## src/rtl/fbuf_arb_pkg.sv

```systemverilog
// Shared FSM state encoding and framebuffer geometry for the framebuffer write arbiter.
package fbuf_arb_pkg;

    typedef logic [1:0] arb_state_t;

    localparam arb_state_t ST_IDLE  = 2'd0;
    localparam arb_state_t ST_GNT0  = 2'd1;
    localparam arb_state_t ST_GNT1  = 2'd2;
    localparam arb_state_t ST_FLUSH = 2'd3;

    localparam int FBUF_DEPTH_DEFAULT = 230400;

endpackage

```

## src/rtl/fbuf_arb_stats.sv

```systemverilog
// Saturating per-requester counts of issued framebuffer writes (FBUF_ARB_STATS_EN builds only).
// Counts the registered write strobe; clear wins over a same-cycle write.
module fbuf_arb_stats
    import fbuf_arb_pkg::*;
(
    input  logic        i_clk,
    input  logic        i_rst,
    input  logic        i_clr,
    input  logic        i_we,
    input  logic        i_src,
    output logic [31:0] o_beats0,
    output logic [31:0] o_beats1
);

    logic [31:0] beats0_q, beats0_d;
    logic [31:0] beats1_q, beats1_d;

    always_comb begin
        beats0_d = beats0_q;
        beats1_d = beats1_q;
        if (i_clr) begin
            beats0_d = '0;
            beats1_d = '0;
        end else if (i_we) begin
            if (!i_src && beats0_q != '1) beats0_d = beats0_q + 32'd1;
            if (i_src && beats1_q != '1)  beats1_d = beats1_q + 32'd1;
        end
    end

    always_ff @(posedge i_clk or posedge i_rst) begin
        if (i_rst) begin
            beats0_q <= '0;
            beats1_q <= '0;
        end else begin
            beats0_q <= beats0_d;
            beats1_q <= beats1_d;
        end
    end

    assign o_beats0 = beats0_q;
    assign o_beats1 = beats1_q;

endmodule

```

## src/rtl/fbuf_wr_arbiter.sv

```systemverilog
// Two-requester framebuffer write arbiter: bounded bursts, round-robin, flush, range check; write 1 cycle after accept.
// Requesters stall on low grant; FBUF_ARB_STATS_EN adds o_beats0/o_beats1 write counters.
module fbuf_wr_arbiter
    import fbuf_arb_pkg::*;
#(
    parameter int DATA_WIDTH = 16,
    parameter int ADDR_WIDTH = 18,
    parameter int FBUF_DEPTH = FBUF_DEPTH_DEFAULT,
    parameter int MAX_BURST  = 16
) (
    input  logic                  i_clk,
    input  logic                  i_rst,
    input  logic                  i_req0,
    input  logic                  i_req1,
    input  logic [ADDR_WIDTH-1:0] i_addr0,
    input  logic [ADDR_WIDTH-1:0] i_addr1,
    input  logic [DATA_WIDTH-1:0] i_data0,
    input  logic [DATA_WIDTH-1:0] i_data1,
    output logic                  o_gnt0,
    output logic                  o_gnt1,
    input  logic                  i_flush,
    output logic                  o_we,
    output logic [ADDR_WIDTH-1:0] o_waddr,
    output logic [DATA_WIDTH-1:0] o_wdata,
`ifdef FBUF_ARB_STATS_EN
    output logic [31:0]           o_beats0,
    output logic [31:0]           o_beats1,
`endif
    output logic                  o_err
);

    localparam int CNT_W = (MAX_BURST > 1) ? $clog2(MAX_BURST) : 1;

    arb_state_t            state_q, state_d;
    logic [CNT_W-1:0]      cnt_q, cnt_d;
    logic                  prio1_q, prio1_d;
    logic                  gap_q, gap_d;
    logic                  gnt0_q, gnt0_d;
    logic                  gnt1_q, gnt1_d;
    logic                  we_q, we_d;
    logic                  err_q, err_d;
    logic [ADDR_WIDTH-1:0] waddr_q, waddr_d;
    logic [DATA_WIDTH-1:0] wdata_q, wdata_d;

    logic                  acc0, acc1, acc, in_range, last_beat;
    logic [ADDR_WIDTH-1:0] sel_addr;
    logic [DATA_WIDTH-1:0] sel_data;

    assign acc0      = i_req0 && gnt0_q;
    assign acc1      = i_req1 && gnt1_q;
    assign acc       = acc0 || acc1;
    assign sel_addr  = acc1 ? i_addr1 : i_addr0;
    assign sel_data  = acc1 ? i_data1 : i_data0;
    assign in_range  = 32'(sel_addr) < 32'(FBUF_DEPTH);
    assign last_beat = acc && (cnt_q == CNT_W'(MAX_BURST - 1));

    // A max-length burst with nobody else waiting re-enters the same grant
    // state but drops the grant for one cycle (gap) to bound each grant.
    always_comb begin
        state_d = state_q;
        cnt_d   = acc ? cnt_q + CNT_W'(1) : cnt_q;
        prio1_d = prio1_q;
        gap_d   = 1'b0;
        case (state_q)
            ST_IDLE: begin
                if (i_req0 && !(i_req1 && prio1_q)) begin
                    state_d = ST_GNT0;
                    cnt_d   = '0;
                end else if (i_req1) begin
                    state_d = ST_GNT1;
                    cnt_d   = '0;
                end
            end
            ST_GNT0: begin
                if (last_beat || !i_req0) begin
                    prio1_d = 1'b1;
                    cnt_d   = '0;
                    if (i_req1)      state_d = ST_GNT1;
                    else if (i_req0) gap_d   = 1'b1;
                    else             state_d = ST_IDLE;
                end
            end
            ST_GNT1: begin
                if (last_beat || !i_req1) begin
                    prio1_d = 1'b0;
                    cnt_d   = '0;
                    if (i_req0)      state_d = ST_GNT0;
                    else if (i_req1) gap_d   = 1'b1;
                    else             state_d = ST_IDLE;
                end
            end
            default: begin
                cnt_d = '0;
                if (!i_flush) begin
                    state_d = ST_IDLE;
                    prio1_d = 1'b0;
                end
            end
        endcase
        if (i_flush) begin
            state_d = ST_FLUSH;
            cnt_d   = '0;
            gap_d   = 1'b0;
        end
    end

    // A beat accepted in the same cycle as a flush request is dropped.
    always_comb begin
        we_d    = acc && in_range && !i_flush;
        waddr_d = we_d ? sel_addr : waddr_q;
        wdata_d = we_d ? sel_data : wdata_q;
        err_d   = err_q || (acc && !in_range);
        gnt0_d  = (state_d == ST_GNT0) && !gap_d;
        gnt1_d  = (state_d == ST_GNT1) && !gap_d;
    end

    always_ff @(posedge i_clk or posedge i_rst) begin
        if (i_rst) begin
            state_q <= ST_IDLE;
            cnt_q   <= '0;
            prio1_q <= 1'b0;
            gap_q   <= 1'b0;
            gnt0_q  <= 1'b0;
            gnt1_q  <= 1'b0;
            we_q    <= 1'b0;
            err_q   <= 1'b0;
            waddr_q <= '0;
            wdata_q <= '0;
        end else begin
            state_q <= state_d;
            cnt_q   <= cnt_d;
            prio1_q <= prio1_d;
            gap_q   <= gap_d;
            gnt0_q  <= gnt0_d;
            gnt1_q  <= gnt1_d;
            we_q    <= we_d;
            err_q   <= err_d;
            waddr_q <= waddr_d;
            wdata_q <= wdata_d;
        end
    end

    assign o_gnt0  = gnt0_q;
    assign o_gnt1  = gnt1_q;
    assign o_we    = we_q;
    assign o_waddr = waddr_q;
    assign o_wdata = wdata_q;
    assign o_err   = err_q;

`ifdef FBUF_ARB_STATS_EN
    logic src_q, src_d;

    assign src_d = we_d ? acc1 : src_q;

    always_ff @(posedge i_clk or posedge i_rst) begin
        if (i_rst) src_q <= 1'b0;
        else       src_q <= src_d;
    end

    fbuf_arb_stats u_stats (
        .i_clk    (i_clk),
        .i_rst    (i_rst),
        .i_clr    (i_flush && (state_q != ST_FLUSH)),
        .i_we     (we_q),
        .i_src    (src_q),
        .o_beats0 (o_beats0),
        .o_beats1 (o_beats1)
    );
`endif

endmodule

```

## config.mk

```make
export PLATFORM = sky130hd
export DESIGN_NAME = fbuf_wr_arbiter
export DESIGN_NICKNAME = d
export VERILOG_FILES = /design/src/rtl/fbuf_arb_pkg.sv /design/src/rtl/fbuf_arb_stats.sv /design/src/rtl/fbuf_wr_arbiter.sv
export SDC_FILE = /design/constraint.sdc
export NUM_CORES = 1
export LEC_CHECK = 0
export ABC_AREA = 1
export BUFFER_PORTS_ARGS = -buffer_cell sky130_fd_sc_hd__buf_2
export CORE_AREA = 2 2 117 85
export DETAILED_ROUTE_END_ITERATION = 16
export DIE_AREA = 0 0 119 87
export SYNTH_ARGS = -nofsm -noshare
export SYNTH_HDL_FRONTEND = slang
export SYNTH_SLANG_ARGS = --single-unit
```

## constraint.sdc

```tcl
create_clock -name i_clk -period 2.03 [get_ports i_clk]
set_input_delay 0 -clock i_clk [delete_from_list [all_inputs] [get_ports i_clk]]
set_output_delay 0 -clock i_clk [all_outputs]
set_load 0.01 [all_outputs]
```

Yosys cells after proc, flatten, opt, wreduce, memory -nomap -nowiden --
Cells that the tools add are included.
Storage, ports and cells: register bits after elaboration 45, bits in latches 0, memory bits (writable) 0, ROM bits 0, output and inout port bits 38, word-level logic and storage cells 73, memories 0
Cells by class: add/subtract/negate cells 1, $mul 0, divide/modulo/power cells 0, magnitude comparators 1, eq/ne operators 8, shifts and indexed selects 0, multiplexer cells 31, bitwise operators 1, reduce and logical (&&, ||, !) cells 22
Operators with widths (count):
- $mux 4 | 6
- $lt 18x18->1 const B | 1
- $mux 18 | 1
- $mux 2 | 9
- $mux 16 | 1
- $pmux 4 s3 | 1
- $logic_and 1x1->1 | 10
- $mux 1 | 10
- $logic_not 1->1 | 6
- $pmux 2 s3 | 1
- $add 4x1->4 const B | 1
- $eq 2x1->1 const B | 2
- $eq 2x2->1 const B | 2
- $eq 4x4->1 const B | 1
- $logic_or 1x1->1 | 4
- $ne 2x2->1 const B | 2
- $reduce_and 4->1 | 1
- $ne 3x1->1 const B | 1
- $pmux 1 s3 | 1
- $logic_not 2->1 | 1
- $pmux 1 s2 | 1
- $not 1->1 | 1

Logic depth before layout (Yosys ltp) --
Gate-level depths: netlist (run 1).
word-level depth 9, mapped depth 12

Worst setup path after synthesis (run 1) --
OpenSTA, ideal clock, no wires.
path type reg-to-reg, start register gnt1_q (netlist: o_gnt1), end register waddr_q[11] (netlist: o_waddr[11]), arrival 1.449 ns, slack 0.465 ns, cell stages (with the launch flop) 12, path buffers 2, clock period less this slack 1.565 ns, cell sequence dfrtp_1 nand2_1 buf_2 nand2_1 nand2_1 nor2_1 nand3_1 nand3_4 nand2_4 buf_6 nand2_1 nand2_1
On the way: cells in the longest elaborated chain, start to end 5, elaborated cells on any way between the ends 6, classes of those cells order compare: 1; mux: 1; reduce/logical: 4
RTL lines:
- start, declared | RTL line fbuf_wr_arbiter.sv:39 | logic gnt1_q, gnt1_d;
- start signal, assigned | RTL line fbuf_wr_arbiter.sv:135 | gnt1_q <= gnt1_d;
- $logic_and 1x1->1 * | RTL line fbuf_wr_arbiter.sv:50 | assign acc1 = i_req1 && gnt1_q;
- $mux 18 | RTL line fbuf_wr_arbiter.sv:52 | assign sel_addr = acc1 ? i_addr1 : i_addr0;
- $lt 18x18->1 | RTL line fbuf_wr_arbiter.sv:54 | assign in_range = 32'(sel_addr) < 32'(FBUF_DEPTH);
- $logic_and 1x1->1 (2 in a row) | RTL line fbuf_wr_arbiter.sv:109 | we_d = acc && in_range && !i_flush;
- end signal, assigned | RTL line fbuf_wr_arbiter.sv:138 | waddr_q <= waddr_d;
- end, declared | RTL line fbuf_wr_arbiter.sv:42 | logic [ADDR_WIDTH-1:0] waddr_q, waddr_d;
Every way passes the cells marked *; elsewhere a longest branch is shown, timed or not. A chain may end at the register's enable or synchronous reset.

Worst setup path in the final report (run 1) --
start register gnt1_q (netlist: o_gnt1), end register wdata_q[1] (netlist: o_wdata[1])
On the way: cells in the longest elaborated chain, start to end 5, elaborated cells on any way between the ends 7, classes of those cells order compare: 1; mux: 2; reduce/logical: 4
RTL lines:
- $logic_and 1x1->1 * | RTL line fbuf_wr_arbiter.sv:50
- $mux 18 | RTL line fbuf_wr_arbiter.sv:52
- $lt 18x18->1 | RTL line fbuf_wr_arbiter.sv:54
- $logic_and 1x1->1 (2 in a row) | RTL line fbuf_wr_arbiter.sv:109
- end signal, assigned | RTL line fbuf_wr_arbiter.sv:139 | wdata_q <= wdata_d;
- end, declared | RTL line fbuf_wr_arbiter.sv:43 | logic [DATA_WIDTH-1:0] wdata_q, wdata_d;
Marked as above.

==> flow_summary.toml, run 1 <==
[outcome]
status = "completed"

[clocking]
cts_root_buf = "clkbuf_16"
path_clk_slew_ps = 60
clock_latency_ps = 280
htreeDepth = 2
clock_path_buffers = 2
cts_made_buffers = 5
cts_tree = "yes"
cts_setup_buffers = 0
cts_sinks = 45

[grt]
grt_use_total_pct = 13.4
antenna_found_initial = 0
grt_pass1_wl_mm = 11.2
first_global_vias = 2409
grt_max_degree = 36
grt_overflow = 0

[sta]
worst-slew-pin-transition_ps = 381
clock_skew_ps = 4.50
max_slew_margin_pct = 74.6
setup_viol = 0
timing.fmax_mhz = 554
rsz0062_at_grt = "no"
hold_viol_final = 0
report.final.slew_viol_count = 0
min_period_ps = 1800
finalWorstSetupSlack_ps = 226
post-route-period-util_pct = 88.9
setup_tns_ps = 0

[hold_path]
holdCritPathClass = "in2reg"

[power_and_ir_drop]
ir_drop_mv = 0.332
power_density_nw_per_um2 = 1020
p_leak_nw = 1.92

[final_layout]
nNetsFinal = 493
drive_gt1_share_pct = 38.2
final_common_cell = "nand2_1"
n_antenna_cell = 0
layout_common_cells = "111 x nand2_1, 110 x buf_2, 45 x nand3_1, 45 x dfrtp_1, 26 x mux2_2"
area_growth_pct = 34.3

[critical_path]
worst_setup_path_end_kind = "flip-flop"
required_ps = 2190
setup.worst_path.class = "reg2reg"
r2r_setup_slack_ps = 230
cp_max_fo = 35
max_stage_delay_ps = 440
worstPathCellList = "nand2_2 > nand2_2 > inv_1 > nor2_4 > nand2_4 > nand2_1 > nand2_1"
critPathLaunchType = "flip-flop"
cp_slowest_cell = "dfrtp_1"
cp.arrival_ps = 1970

[routing]
drtIter0Drc = 125
dr.pass1.iters = 5
via_per_inst = 4.40
totalWireLength_mm = 6.89
drc_errors = 0
wire_per_inst_um = 12.7
vias = 2393
drtAntennaViolNets = 0

[synth]
ys_seq_area_share_pct = 44.5
synth_cell_types = 28
syn_inst = 304
ys_ff_latch = 45
avgSynthCellArea_um2 = 8.33
syn_nets = 382
netlist_area_um2 = 2530
yosysWarnings = 0

[place]
hpwl_mm = 5.33
routabilityCongestion = 0.809
portBuffers = 110
dp_slack_ps = 95.2

[job]
maxCapViolCount = 0

[die]
dieArea_um2 = 10400
die_h_um = 87
start_util_pct = 27.1
num_io_pins = 111
chipWidth_um = 119
core-area_um2 = 9350
rows = 30
[registers in the layout, indices dropped and copies added, names as in the netlist]
register,count
cnt_q,4
o_err,1
o_gnt0,1
o_gnt1,1
o_waddr,18
o_wdata,16
o_we,1
prio1_q,1
state_q,2
[critical path: cells and delay by family (launching register included)]
| kind | cells | cell delay [ps] |
|---|---|---|
| buf+inv | 1 | 120 |
| flops | 1 | 440 |
| simple gates | 6 | 1120 |
[cell usage after synthesis]
| library cell | n | share of area (%) |
|---|---|---|
| inv_1 | 21 | 3.1 |
| o2111ai_1 | 1 | 0.35 |
| nand3_1 | 45 | 8.9 |
| a21boi_0 | 1 | 0.30 |
| nand3_4 | 1 | 0.69 |
| buf_6 | 3 | 1.3 |
| buf_4 | 3 | 0.89 |
| xor2_1 | 1 | 0.35 |
| nor2_1 | 11 | 1.6 |
| nand2_2 | 1 | 0.25 |
| mux2i_1 | 1 | 0.40 |
| ha_1 | 5 | 2.5 |
| o21ai_0 | 5 | 0.99 |
| o211ai_1 | 2 | 0.59 |
| nor2_2 | 1 | 0.25 |
| nand2_1 | 112 | 17 |
| o21bai_1 | 1 | 0.30 |
| nor2_4 | 1 | 0.44 |
| nor3_1 | 1 | 0.20 |
| xnor2_1 | 1 | 0.35 |
| buf_2 | 8 | 1.6 |
| nand3b_1 | 3 | 0.89 |
| nand4_1 | 1 | 0.25 |
| nand2_4 | 1 | 0.44 |
| dfrtp_1 | 45 | 44 |
| or2_2 | 1 | 0.25 |
| o21ai_1 | 1 | 0.20 |
| mux2_2 | 26 | 12 |
[metal layers]
layer | track usage, % | part of all wire (%) | up-vias
met5 | 0 | 0 | -
met4 | 3.25 | 0.81 | 0
met3 | 2.75 | 7.0 | 4
met2 | 22.9 | 47 | 90
met1 | 17.6 | 45 | 1096
li1 | - | - | 1203
[worst paths after layout]
kind	cells past startpoint	endpoint	startpoint
setup / recovery	7	o_wdata[1]	o_gnt1
hold / removal	3	state_q[0]	i_flush
setup reg to reg	7	o_wdata[1]	o_gnt1
hold reg to reg	2	o_waddr[3]	o_waddr[3]
max in group asynchronous	4	o_wdata[5]	i_rst
min in group asynchronous	3	o_waddr[8]	i_rst
[layout make-up]
class / count / area [um^2]
inverter: 21 / 78.8
clock inverter: 2 / 37.5
tap: 128 / 160
clock buffer: 6 / 139
timing repair buffer: 118 / 626
multi-input combinational: 224 / 1230
fill: 1007 / 5950
sequential: 45 / 1130
[report_power, final]
group / leakage (nW) / total [mW] / internal (mW) / switching [mW]
clock network: 0.0831 / 0.946 / 0.614 / 0.332
registers: 0.574 / 1.41 / 1.22 / 0.187
logic: 1.26 / 1.11 / 0.480 / 0.626
total: 1.92 / 3.46 / 2.31 / 1.15
[per-stage QoR]
step | power [mW] | cell area, um^2 | utilization (%) | instances | hold WS [ps]
after floorplan | 2.01 | 2530 | - | 304 | 130
after global placement | 2.51 | 3210 | 34.4 | 535 | -12.7
after detailed placement | 2.55 | 3210 | 34.4 | 535 | -7.98
after CTS | 3.51 | 3400 | 36.4 | 544 | 66.6
after global routing | 3.71 | 3400 | 36.4 | 544 | 92.5
final | 3.46 | 3400 | 36.4 | 544 | 77.3
[cell families (layout without fill, tap and decap cells)]
family | count (synthesis) | count (layout) | synth area share [%]
compound gates | 11 | 11 | 2.72
buf+inv | 35 | 147 | 6.92
simple gates | 179 | 179 | 30.8
flops | 45 | 45 | 44.5
fa+ha+maj | 5 | 5 | 2.47
xor+xnor | 2 | 2 | 0.692
mux | 27 | 27 | 12.0
[repair_timing]
action / 4_1_cts / 5_1_grt
endpoints found under the setup margin: 0 / 37
hold buffers: 1 / 0
resized for setup: 0 / 1
endpoints found under the hold margin: 14 / 0
Note: power is estimated with default switching activity, not from simulation.
==> run 2: changes to the inputs <==
==> constraint.sdc (replaced) <==
create_clock -name i_clk -period 2 [get_ports i_clk]
set_input_delay 0 -clock i_clk [delete_from_list [all_inputs] [get_ports i_clk]]
set_output_delay 0 -clock i_clk [all_outputs]
set_load 0.01 [all_outputs]
==> run 2 against run 1 <==
  * Non-clock buffer count shrank 1
  * Critical endpoint is now o_waddr[0]
  * Clock skew down 1.1 ps
  * Fmax rose by 1.9%
  * Sequential cell count did not move
  * Final cell count shrank 0.37%
==> flow_summary.toml, run 2 (synthesis results as in run 1) <==
[sta]
clock_skew_ps = 3.43
rsz0062_at_grt = "no"
setup_tns_ps = 0
hold_viol_final = 0
report.final.slew_viol_count = 0
timing.fmax_mhz = 565
min_period_ps = 1770
max_slew_margin_pct = 60.8
post-route-period-util_pct = 88.5
worst-slew-pin-transition_ps = 588
setup_viol = 0

[critical_path]
critical_path.top_delay_family = "simple AND/OR/NAND/NOR gates"
r2r_setup_slack_ps = 230
cp_max_fo = 35
max_stage_delay_ps = 420
path_buf_inv = 1
worst_setup_path_end_kind = "flip-flop"
cp.arrival_ps = 1940
required_ps = 2170
critPathLaunchType = "flip-flop"
cp_slowest_cell = "dfrtp_1"
setup.worst_path.class = "reg2reg"
worstPathCellList = "nand2_2 > nand2_2 > inv_1 > nor2_4 > nand2_4 > nand2_1 > nand2_1"

[clocking]
path_clk_slew_ps = 60
htreeDepth = 2
clock_latency_ps = 280
cts_setup_buffers = 0
cts_made_buffers = 5
cts_sinks = 45
cts_tree = "yes"
cts_root_buf = "clkbuf_16"
clock_path_buffers = 2

[routing]
vias = 2333
wl_met2_mm = 3.00
wl_met3_um = 392
drc_errors = 0
totalWireLength_mm = 6.56
drtAntennaViolNets = 0
wl_met1_mm = 3.11
dr.pass1.iters = 4
via_per_inst = 4.30
wire_per_inst_um = 12.1
drtIter0Drc = 74
top_layer_used = "met4"

[die]
start_util_pct = 27.1
rows = 30
core-area_um2 = 9350
die_h_um = 87
dieArea_um2 = 10400
chipWidth_um = 119
num_io_pins = 111

[place]
routabilityCongestion = 0.829
portBuffers = 110
hpwl_mm = 4.98

[final_layout]
layout_common_cells = "111 x nand2_1, 110 x buf_2, 45 x nand3_1, 45 x dfrtp_1, 26 x mux2_2"
drive_gt1_share_pct = 37.9
area_growth_pct = 33.3
n_antenna_cell = 0
post-route-util_pct = 36.1
final_common_cell = "nand2_1"
nNetsFinal = 492
largest_reg_flops = 18

[power_and_ir_drop]
p_leak_nw = 1.91
power_mw = 3.43
ir_drop_mv = 0.338
power_density_nw_per_um2 = 1020

[outcome]
status = "completed"

[grt]
first_global_vias = 2275
grt_max_degree = 46
grt_pass1_wl_mm = 10.7
grt_overflow = 0
grt_use_total_pct = 12.9
antenna_found_initial = 0

[job]
maxCapViolCount = 0

[hold_path]
holdCritPathClass = "in2reg"
## run 2: cell types whose count changed in the layout (fill, tap and decap cells not counted), sizes merged
| cell | previous run | this run |
|---|---|---|
| clkbuf | 6 | 5 |
| clkinv | 0 | 1 |
| buf | 117 | 116 |
| clkinvlp | 1 | 0 |
## run 2: area by class of cell
cell class                 count  area, um^2
clock inverter                 2        35.0
sequential                    45        1130
fill                         989        5970
timing repair buffer         117         618
inverter                      21        78.8
multi-input combinational    224        1230
clock buffer                   5         125
tap                          128         160
## run 2: layer usage
layer	vias to the layer above	track usage, %
li1	1206	-
met1	1049	16.9
met4	0	3.25
met3	4	3.08
met5	-	0
met2	74	21.5
## run 2: timing repair
action	4_1_cts	5_1_grt
hold buffers	1	0
resized for setup	0	1
endpoints found under the setup margin	0	38
endpoints found under the hold margin	45	0
## run 2: path summary, 6_finish.rpt
| path | startpoint | end | depth (start not counted) |
|---|---|---|---|
| worst max-delay path | o_gnt1 | o_waddr[0] | 7 |
| worst min-delay path | i_flush | state_q[0] | 3 |
| worst max register to register | o_gnt1 | o_waddr[0] | 7 |
| worst min register to register | o_waddr[11] | o_waddr[11] | 2 |
| max in group asynchronous | i_rst | o_waddr[17] | 4 |
| min in group asynchronous | i_rst | o_waddr[6] | 4 |
## run 2: where the power goes
group,internal [mW],switching (mW),total (mW)
Clock,0.580,0.319,0.898
Sequential,1.24,0.188,1.43
Combinational,0.485,0.623,1.11
## run 2: worst reg2reg max path, cell delays in order (launching register included)
cell and delay, ps:
dfrtp_1 420, nand2_2 200, nand2_2 200, inv_1 120, nor2_4 240, nand2_4 270
nand2_1 150, nand2_1 60
## run 2: per-stage QoR
| stage | cell area, um^2 | setup slack [ps] | hold slack (ps) | std cells |
|---|---|---|---|---|
| 6_report | 3380 | 231 | 75.6 | 542 |
| 5_1_grt | 3380 | 17.6 | 91.4 | 542 |
| 4_1_cts | 3370 | 82.3 | 74.7 | 542 |
| 3_5_place_dp | 3200 | 101 | 194 | 534 |
| 3_3_place_gp | 3200 | 196 | 180 | 534 |
| 2_1_floorplan | 2530 | 435 | 130 | 304 |
